### src/rtl/conv_host_if_pkg.sv
// Shared geometry, derived element counts and FSM encoding for the conv_top host interface.
package conv_host_if_pkg;

    localparam int WEIGHT_WIDTH  = 2;
    localparam int WEIGHT_HEIGHT = 2;
    localparam int IMG_WIDTH     = 4;
    localparam int IMG_HEIGHT    = 4;
    localparam int BITWIDTH      = 3;
    localparam int RESULT_WIDTH  = 3;
    localparam int RESULT_HEIGHT = 3;
    localparam int EXPAND        = 1;
    localparam int TIMEOUT       = 1023;

    localparam int NI = IMG_WIDTH * IMG_HEIGHT;
    localparam int NW = WEIGHT_WIDTH * WEIGHT_HEIGHT;
    localparam int NL = NI + NW + 1;
    localparam int NR = RESULT_WIDTH * RESULT_HEIGHT;
    localparam int RW = 2 * EXPAND * BITWIDTH;

    typedef enum logic [1:0] {
        ST_IDLE,
        ST_LOAD,
        ST_RUN,
        ST_DRAIN
    } state_e;

    // Counter width able to index n distinct values, never narrower than one bit.
    function automatic int cnt_bits(input int n);
        return (n < 2) ? 1 : $clog2(n);
    endfunction

endpackage

### src/rtl/conv_host_if_if.sv
// Bundle of the load stream, conv_top vectors, result stream and control/status of conv_host_if.
interface conv_host_if_if #(
    parameter int bw       = 3,
    parameter int img_bits = 48,
    parameter int wt_bits  = 12,
    parameter int res_bits = 54,
    parameter int rw       = 6
);
    logic                start;
    logic                busy;
    logic                timeout_err;
    logic [bw-1:0]       in_data;
    logic                in_valid;
    logic                in_ready;
    logic [img_bits-1:0] img;
    logic [wt_bits-1:0]  weight;
    logic [bw-1:0]       bias;
    logic                conv_en;
    logic [res_bits-1:0] result;
    logic                conv_fin;
    logic [rw-1:0]       out_data;
    logic                out_valid;
    logic                out_ready;
    logic                out_last;

    // slave: the conv_host_if block itself; master: its environment
    modport slave (
        input  start, in_data, in_valid, result, conv_fin, out_ready,
        output busy, timeout_err, in_ready, img, weight, bias, conv_en,
               out_data, out_valid, out_last
    );

    modport master (
        output start, in_data, in_valid, result, conv_fin, out_ready,
        input  busy, timeout_err, in_ready, img, weight, bias, conv_en,
               out_data, out_valid, out_last
    );
endinterface

### src/rtl/conv_res_serializer.sv
// Captures the flattened conv_top result and streams it out one element per valid/ready handshake.
module conv_res_serializer
    import conv_host_if_pkg::*;
#(
    parameter int rw    = 6,
    parameter int n_res = 9
) (
    input  logic                clk_en,
    input  logic                rst_n,
    input  logic                capture,
    input  logic                drain,
    input  logic [n_res*rw-1:0] result,
    input  logic                out_ready,
    output logic [rw-1:0]       out_data,
    output logic                out_valid,
    output logic                out_last,
    output logic                done
);

    localparam int icw = cnt_bits(n_res);
    localparam logic [icw-1:0] last_idx = icw'(n_res - 1);

    logic [n_res*rw-1:0] cap_q, cap_d;
    logic [icw-1:0]      idx_q, idx_d;

    always_ff @(posedge clk_en or negedge rst_n) begin
        if (!rst_n) begin
            cap_q <= '0;
            idx_q <= '0;
        end else begin
            cap_q <= cap_d;
            idx_q <= idx_d;
        end
    end

    always_comb begin
        cap_d = cap_q;
        idx_d = idx_q;
        done  = 1'b0;
        if (capture) begin
            cap_d = result;
            idx_d = '0;
        end else if (drain && out_ready) begin
            if (idx_q == last_idx) begin
                done  = 1'b1;
                idx_d = '0;
            end else begin
                idx_d = idx_q + 1'b1;
            end
        end
    end

    assign out_data  = cap_q[int'(idx_q)*rw +: rw];
    assign out_valid = drain;
    assign out_last  = drain && (idx_q == last_idx);

endmodule

### src/rtl/conv_host_if.sv
// Host side of conv_top: loads img/weight/bias from a serial stream, runs the convolution
// with a bounded wait on conv_fin, then drains the captured result as a stream.
module conv_host_if
    import conv_host_if_pkg::*;
#(
    parameter int weight_width  = WEIGHT_WIDTH,
    parameter int weight_height = WEIGHT_HEIGHT,
    parameter int img_width     = IMG_WIDTH,
    parameter int img_height    = IMG_HEIGHT,
    parameter int bitwidth      = BITWIDTH,
    parameter int result_width  = RESULT_WIDTH,
    parameter int result_height = RESULT_HEIGHT,
    parameter int expand        = EXPAND,
    parameter int timeout       = TIMEOUT
) (
    input logic        clk_en,
    input logic        rst_n,
    conv_host_if_if.slave bus
);

    localparam int n_img  = img_width * img_height;
    localparam int n_wt   = weight_width * weight_height;
    localparam int n_load = n_img + n_wt + 1;
    localparam int n_res  = result_width * result_height;
    localparam int rw     = 2 * expand * bitwidth;
    localparam int lcw    = cnt_bits(n_load);
    localparam int tcw    = $clog2(timeout + 1);

    state_e                      state_q, state_d;
    logic [lcw-1:0]              ld_cnt_q, ld_cnt_d;
    logic [tcw-1:0]              wait_q, wait_d;
    logic [n_img*bitwidth-1:0]   img_q, img_d;
    logic [n_wt*bitwidth-1:0]    weight_q, weight_d;
    logic [bitwidth-1:0]         bias_q, bias_d;
    logic                        timeout_err_q, timeout_err_d;
    logic                        capture;
    logic                        drain_done;
    logic [rw-1:0]               ser_data;
    logic                        ser_valid;
    logic                        ser_last;
    int                          slot;

    always_ff @(posedge clk_en or negedge rst_n) begin
        if (!rst_n) begin
            state_q       <= ST_IDLE;
            ld_cnt_q      <= '0;
            wait_q        <= '0;
            img_q         <= '0;
            weight_q      <= '0;
            bias_q        <= '0;
            timeout_err_q <= 1'b0;
        end else begin
            state_q       <= state_d;
            ld_cnt_q      <= ld_cnt_d;
            wait_q        <= wait_d;
            img_q         <= img_d;
            weight_q      <= weight_d;
            bias_q        <= bias_d;
            timeout_err_q <= timeout_err_d;
        end
    end

    always_comb begin
        state_d       = state_q;
        ld_cnt_d      = ld_cnt_q;
        wait_d        = wait_q;
        img_d         = img_q;
        weight_d      = weight_q;
        bias_d        = bias_q;
        timeout_err_d = timeout_err_q;
        capture       = 1'b0;
        slot          = int'(ld_cnt_q);
        case (state_q)
            ST_IDLE: begin
                if (bus.start) begin
                    state_d       = ST_LOAD;
                    ld_cnt_d      = '0;
                    timeout_err_d = 1'b0;
                end
            end
            ST_LOAD: begin
                if (bus.in_valid) begin
                    // Load order is image, then kernel, then the single bias element.
                    if (slot < n_img) begin
                        img_d[slot*bitwidth +: bitwidth] = bus.in_data;
                    end else if (slot < n_img + n_wt) begin
                        weight_d[(slot-n_img)*bitwidth +: bitwidth] = bus.in_data;
                    end else begin
                        bias_d = bus.in_data;
                    end
                    if (ld_cnt_q == lcw'(n_load - 1)) begin
                        state_d = ST_RUN;
                        wait_d  = '0;
                    end else begin
                        ld_cnt_d = ld_cnt_q + 1'b1;
                    end
                end
            end
            ST_RUN: begin
                if (bus.conv_fin) begin
                    capture = 1'b1;
                    state_d = ST_DRAIN;
                end else if (wait_q == tcw'(timeout - 1)) begin
                    timeout_err_d = 1'b1;
                    state_d       = ST_IDLE;
                end else begin
                    wait_d = wait_q + 1'b1;
                end
            end
            ST_DRAIN: begin
                if (drain_done) begin
                    state_d = ST_IDLE;
                end
            end
            default: state_d = ST_IDLE;
        endcase
    end

    conv_res_serializer #(
        .rw    (rw),
        .n_res (n_res)
    ) u_serializer (
        .clk_en    (clk_en),
        .rst_n     (rst_n),
        .capture   (capture),
        .drain     (state_q == ST_DRAIN),
        .result    (bus.result),
        .out_ready (bus.out_ready),
        .out_data  (ser_data),
        .out_valid (ser_valid),
        .out_last  (ser_last),
        .done      (drain_done)
    );

    assign bus.busy        = (state_q != ST_IDLE);
    assign bus.in_ready    = (state_q == ST_LOAD);
    assign bus.conv_en     = (state_q == ST_RUN);
    assign bus.img         = img_q;
    assign bus.weight      = weight_q;
    assign bus.bias        = bias_q;
    assign bus.timeout_err = timeout_err_q;
    assign bus.out_data    = ser_data;
    assign bus.out_valid   = ser_valid;
    assign bus.out_last    = ser_last;

endmodule

### src/flat_wrapper.sv
// flat-port wrapper written by rule: the top's interface ports become plain ports
module conv_host_if_flat import conv_host_if_pkg::*;
#(
    parameter int weight_width  = WEIGHT_WIDTH,
    parameter int weight_height = WEIGHT_HEIGHT,
    parameter int img_width     = IMG_WIDTH,
    parameter int img_height    = IMG_HEIGHT,
    parameter int bitwidth      = BITWIDTH,
    parameter int result_width  = RESULT_WIDTH,
    parameter int result_height = RESULT_HEIGHT,
    parameter int expand        = EXPAND,
    parameter int timeout       = TIMEOUT
)
  (clk_en, rst_n, bus_start, bus_in_data, bus_in_valid, bus_result, bus_conv_fin, bus_out_ready, bus_busy, bus_timeout_err, bus_in_ready, bus_img, bus_weight, bus_bias, bus_conv_en, bus_out_data, bus_out_valid, bus_out_last);
  conv_host_if_if #(.bw((3)), .img_bits(NI*(3)), .wt_bits(NW*(3)), .res_bits(NR*RW), .rw(RW)) bus_i ();
  input logic clk_en;
  input logic rst_n;
  input wire logic [$bits(bus_i.start)-1:0] bus_start;
  input wire logic [$bits(bus_i.in_data)-1:0] bus_in_data;
  input wire logic [$bits(bus_i.in_valid)-1:0] bus_in_valid;
  input wire logic [$bits(bus_i.result)-1:0] bus_result;
  input wire logic [$bits(bus_i.conv_fin)-1:0] bus_conv_fin;
  input wire logic [$bits(bus_i.out_ready)-1:0] bus_out_ready;
  output wire logic [$bits(bus_i.busy)-1:0] bus_busy;
  output wire logic [$bits(bus_i.timeout_err)-1:0] bus_timeout_err;
  output wire logic [$bits(bus_i.in_ready)-1:0] bus_in_ready;
  output wire logic [$bits(bus_i.img)-1:0] bus_img;
  output wire logic [$bits(bus_i.weight)-1:0] bus_weight;
  output wire logic [$bits(bus_i.bias)-1:0] bus_bias;
  output wire logic [$bits(bus_i.conv_en)-1:0] bus_conv_en;
  output wire logic [$bits(bus_i.out_data)-1:0] bus_out_data;
  output wire logic [$bits(bus_i.out_valid)-1:0] bus_out_valid;
  output wire logic [$bits(bus_i.out_last)-1:0] bus_out_last;
  assign bus_i.start = bus_start;
  assign bus_i.in_data = bus_in_data;
  assign bus_i.in_valid = bus_in_valid;
  assign bus_i.result = bus_result;
  assign bus_i.conv_fin = bus_conv_fin;
  assign bus_i.out_ready = bus_out_ready;
  assign bus_busy = bus_i.busy;
  assign bus_timeout_err = bus_i.timeout_err;
  assign bus_in_ready = bus_i.in_ready;
  assign bus_img = bus_i.img;
  assign bus_weight = bus_i.weight;
  assign bus_bias = bus_i.bias;
  assign bus_conv_en = bus_i.conv_en;
  assign bus_out_data = bus_i.out_data;
  assign bus_out_valid = bus_i.out_valid;
  assign bus_out_last = bus_i.out_last;
  conv_host_if #(.weight_width(weight_width), .weight_height(weight_height), .img_width(img_width), .img_height(img_height), .bitwidth(bitwidth), .result_width(result_width), .result_height(result_height), .expand(expand), .timeout(timeout)) u_core (.clk_en(clk_en), .rst_n(rst_n), .bus(bus_i));
endmodule
### config.mk
export PLATFORM = sky130hd
export DESIGN_NAME = conv_host_if_flat
export DESIGN_NICKNAME = d
export VERILOG_FILES = /design/src/rtl/conv_host_if_pkg.sv /design/src/rtl/conv_host_if_if.sv /design/src/rtl/conv_res_serializer.sv /design/src/rtl/conv_host_if.sv /design/src/flat_wrapper.sv
export SDC_FILE = /design/constraint.sdc
export NUM_CORES = 1
export LEC_CHECK = 0
export ABC_AREA = 1
export CAP_MARGIN = 20
export CORE_ASPECT_RATIO = 1.1
export CORE_MARGIN = 10
export CORE_UTILIZATION = 40
export CTS_BUF_LIST = sky130_fd_sc_hd__clkbuf_2
export DETAILED_ROUTE_END_ITERATION = 7
export GPL_ROUTABILITY_DRIVEN = 0
export GPL_TIMING_DRIVEN = 0
export SYNTH_ARGS = -nofsm -noshare
export SYNTH_HDL_FRONTEND = slang
export SYNTH_HIERARCHICAL = 1
export SYNTH_SLANG_ARGS = --single-unit
### constraint.sdc
create_clock -name clk_en -period 6.4 [get_ports clk_en]
set_clock_uncertainty 0.15 [all_clocks]
set_input_delay 1.28 -clock clk_en [delete_from_list [all_inputs] [get_ports clk_en]]
set_output_delay 1.28 -clock clk_en [all_outputs]
set_load 0.01 [all_outputs]
==> results.txt <==
----------------------------------------------------
[Cells and area]
  Commonest non-fill, non-tap cell in the layout ... nand2_1
  Final cell utilization of the core ... 0.519
  Commonest cells after routing, fill and taps aside ... nand2_1, dfrtp_1, clkdlybuf4s50_1
  Register area ... 0.00348 sq mm
  Post-synthesis to final-layout area growth ... 26.4%
  Fillcell total ... 1725
  Multi-input gate area in the final layout ... 0.00318 sq mm
  Fraction of layout cells with a size suffix above 1 ... 0.0795
  # nets final ... 1183

[Timing]
  Final Max Slew Viols ... 0
  Post-route worst hold slack ... 0.291 ns
  Crit share post-route ... 0.647
  Achievable clock frequency ... 242 MHz
  Max-Slew Margin vs Limit ... 0.508
  Worst slew pin tran ... 0.735 ns
  Minimum clock period after layout ... 4.14 ns
  Unrepaired setup endpoints after global routing ... false
  Final TNS setup ... 0 ns
  Hold violation total from the final report ... 0
  Setup violations, final ... 0

[Floorplan]
  FP Rows ... 51
  Num ports ... 138
  Die area ... 0.0242 sq mm
  Die H ... 162 um
  Horizontal die dimension ... 149 um
  Standard cell core area ... 0.0179 sq mm
  Initial core utilization ... 0.411

[Synth]
  Fraction of registers with async set/reset ... 1.00
  Library cell with the largest summed area after synthesis ... dfrtp_1
  Post-Syn Nets ... 1026
  Average instance area after synthesis ... 7.83 sq um
  Largest cells by area after synthesis ... dfrtp_1, nand2_1, o21ai_0
  Synth Cell Area ... 0.00734 sq mm
  Post-Syn Instances ... 937
  Number of enable-type register cells in the synthesized netlist ... 0
  Fraction of synthesized cell area taken by the top area cell type ... 0.474
  Distinct cells, synth ... 40
  Dominant synthesized flop cell ... dfrtp_1
  Register area share after synthesis ... 0.474
  Total number of yosys warnings ... 6
  Number of storage elements in the synthesis netlist ... 139

[Global routing]
  Initial antenna violation count ... 1
  Number of global-route vias before repair ... 6190
  Total global-route track usage ... 0.164
  Pin count of the biggest net entering global routing ... 90
  First-pass GRT wire length ... 32100 um
  Overall overflow remaining after global route ... 0

[Drt]
  Via count ... 6478
  Detailed Route Iter0 Violations ... 445
  Routed met1 length ... 9310 um
  Metal3 WL ... 1340 um
  Sum of met2 wire segment lengths after detailed routing ... 9340 um
  Number of optimization iterations in the first detailed-route pass ... 5
  Detailed-route vias per instance ... 4.81
  Sum of routed wire length over all layers ... 20200 um
  WL/cell ... 15.0 um
  Top routing layer in use ... met4
  Antenna Violating Nets Remaining ... 0
  Count of unresolved DRC violations after routing ... 0

[Power]
  Total power per unit cell area ... 366 mW/mm^2
  Combinational Power Share ... 0.478
  Sequential share of power ... 0.367
  Internal power component ... 0.00188 W
  Net switching share of the total power ... 0.447
  Sum of internal, switching and leakage power ... 0.00339 W
  Max VDD drop ... 0.179 mV
  Switching power ... 0.00151 W
  Static leakage power ... 4.34 nW
  Share of power burned in the clock network ... 0.156

[Hold path]
  Classification of the worst-slack hold path ... input pin to asynchronous set/reset pin

[Placement]
  Port buffer count ... 137
  DP Wirelength ... 15600 um

[Critical path]
  Reg-to-reg setup timing slack ... 2.76 ns
  Data arrival time of the critical path ... 2.71 ns
  CP endpoint kind ... output pin
  Startpoint of the most critical setup path ... u_core/u_serializer/idx_q[0]
  Endpoint required time on the critical path ... 4.97 ns
  Crit Path Category ... flip-flop to output pin
  Crit path launch type ... flip-flop
  Crit Reg-Reg Startpoint ... u_core/ld_cnt_q[0]
  Highest fanout seen on the critical path ... 10

[CTS]
  Clock tree from TritonCTS ... done
  Cts bufs inserted ... 17
  Count of buffers added by post-CTS timing repair for setup ... 0
  Hold-fix buffer count after cts ... 0
  Clock root buffer master ... clkbuf_2
  Latest clock arrival within the worst-skew pair ... 0.72 ns
  Clock transition at the registers of the reported paths ... 0.24 ns
  Maximum buffer depth of the clock tree ... 2
  CTS Sinks ... 139
  Maximum level of the CTS H-tree ... 4
  Number of gates resized after cts ... 0

[Status]
  Run status ... finished clean

[Job]
  Max cap viols ... 0

----------------------------------------------------
[power by group through the flow]
stage	sequential, W	clock, W	combinational [W]
after floorplan	0.00127	0	0.00100
after global placement	0.00126	0	0.00161
after detailed placement	0.00126	0	0.00162
after CTS	0.00124	0.000549	0.00163
after global routing	0.00127	0.000585	0.00182
final	0.00124	0.000528	0.00162
[sequential cells by signal, summed over array words and instances (netlist names)]
register / cells
u_core/wait_q: 10
u_core/state_q: 2
u_core/u_serializer/cap_q: 54
u_core/u_serializer/idx_q: 4
u_core/bus.timeout_err: 1
u_core/ld_cnt_q: 5
u_core/bus.img: 48
u_core/bus.weight: 12
u_core/bus.bias: 3
[worst max-delay path, cell delays in order (launching register included)]
cell and delay, ns:
dfrtp_1 0.44, inv_1 0.21, buf_2 0.30, ha_1 0.18, nand3_1 0.15, nor2_1 0.14
clkdlybuf4s50_1 0.58
[path summary, 6_finish.rpt]
check,depth (start not counted),end
setup / recovery,6,bus_out_last
hold / removal,1,u_core/bus.img[31]
setup reg to reg,20,u_core/bus.weight[2]
hold reg to reg,2,u_core/u_serializer/cap_q[48]
max in group asynchronous,2,u_core/wait_q[1]
min in group clk_en,2,u_core/u_serializer/cap_q[48]
[logic make-up (layout without fill, tap and decap cells)]
kind of cell               count (synthesis)  count (layout)  share of synthesized area
and+or+nand+nor                          453             453                      0.271
buffers and inverters                    161             331                     0.0921
AOI/OAI and AO/OA                        152             152                      0.109
other                                      0               1                          0
DFF                                      139             139                      0.474
adders and majority gates                 26              26                     0.0454
xor gates and xnor gates                   6               6                    0.00819
[synthesized netlist by cell type (2+ instances only)]
master and number:
a21oi_1 20, a31oi_1 2, buf_2 6, buf_4 11, buf_6 3, clkbuf_1 4, dfrtp_1 139, ha_1 25
inv_1 128, inv_2 9, nand2_1 276, nand2_2 3, nand3_1 81, nand3_2 2, nand4_1 10, nor2_1 45
nor2_2 6, nor2_4 5, nor3_1 15, nor3_2 3, nor4_4 2, o211ai_1 2, o21ai_0 103, o21ai_1 15
o22ai_1 2, o31ai_1 3, xor2_1 4
[metrics by stage]
step                      setup WS (ns)  cell area (sq um)  cells
final                              2.26               9270   1346
after global routing               2.09               9270   1346
after CTS                          2.22               9270   1345
after detailed placement           2.62               9030   1313
after global placement            -1.95               9010   1312
after floorplan                    3.20               7340    937
[layer usage]
layer / global-route usage / up-vias
met1: 0.217 / 2989
li1: - / 3311
met5: 0 / -
met4: 0.0442 / 0
met3: 0.0447 / 12
met2: 0.259 / 166
[cell type report]
class	instances	share of cell area
clock inverters	15	0.0163
inverters	137	0.0555
well taps	238	0.0321
repair buffers	138	0.151
diodes	1	0.000270
clock buffers	17	0.00917
flip-flops and latches	139	0.375
multi-input cells	637	0.343
plain buffers	24	0.0174
Note: power is estimated with default switching activity, not from simulation.
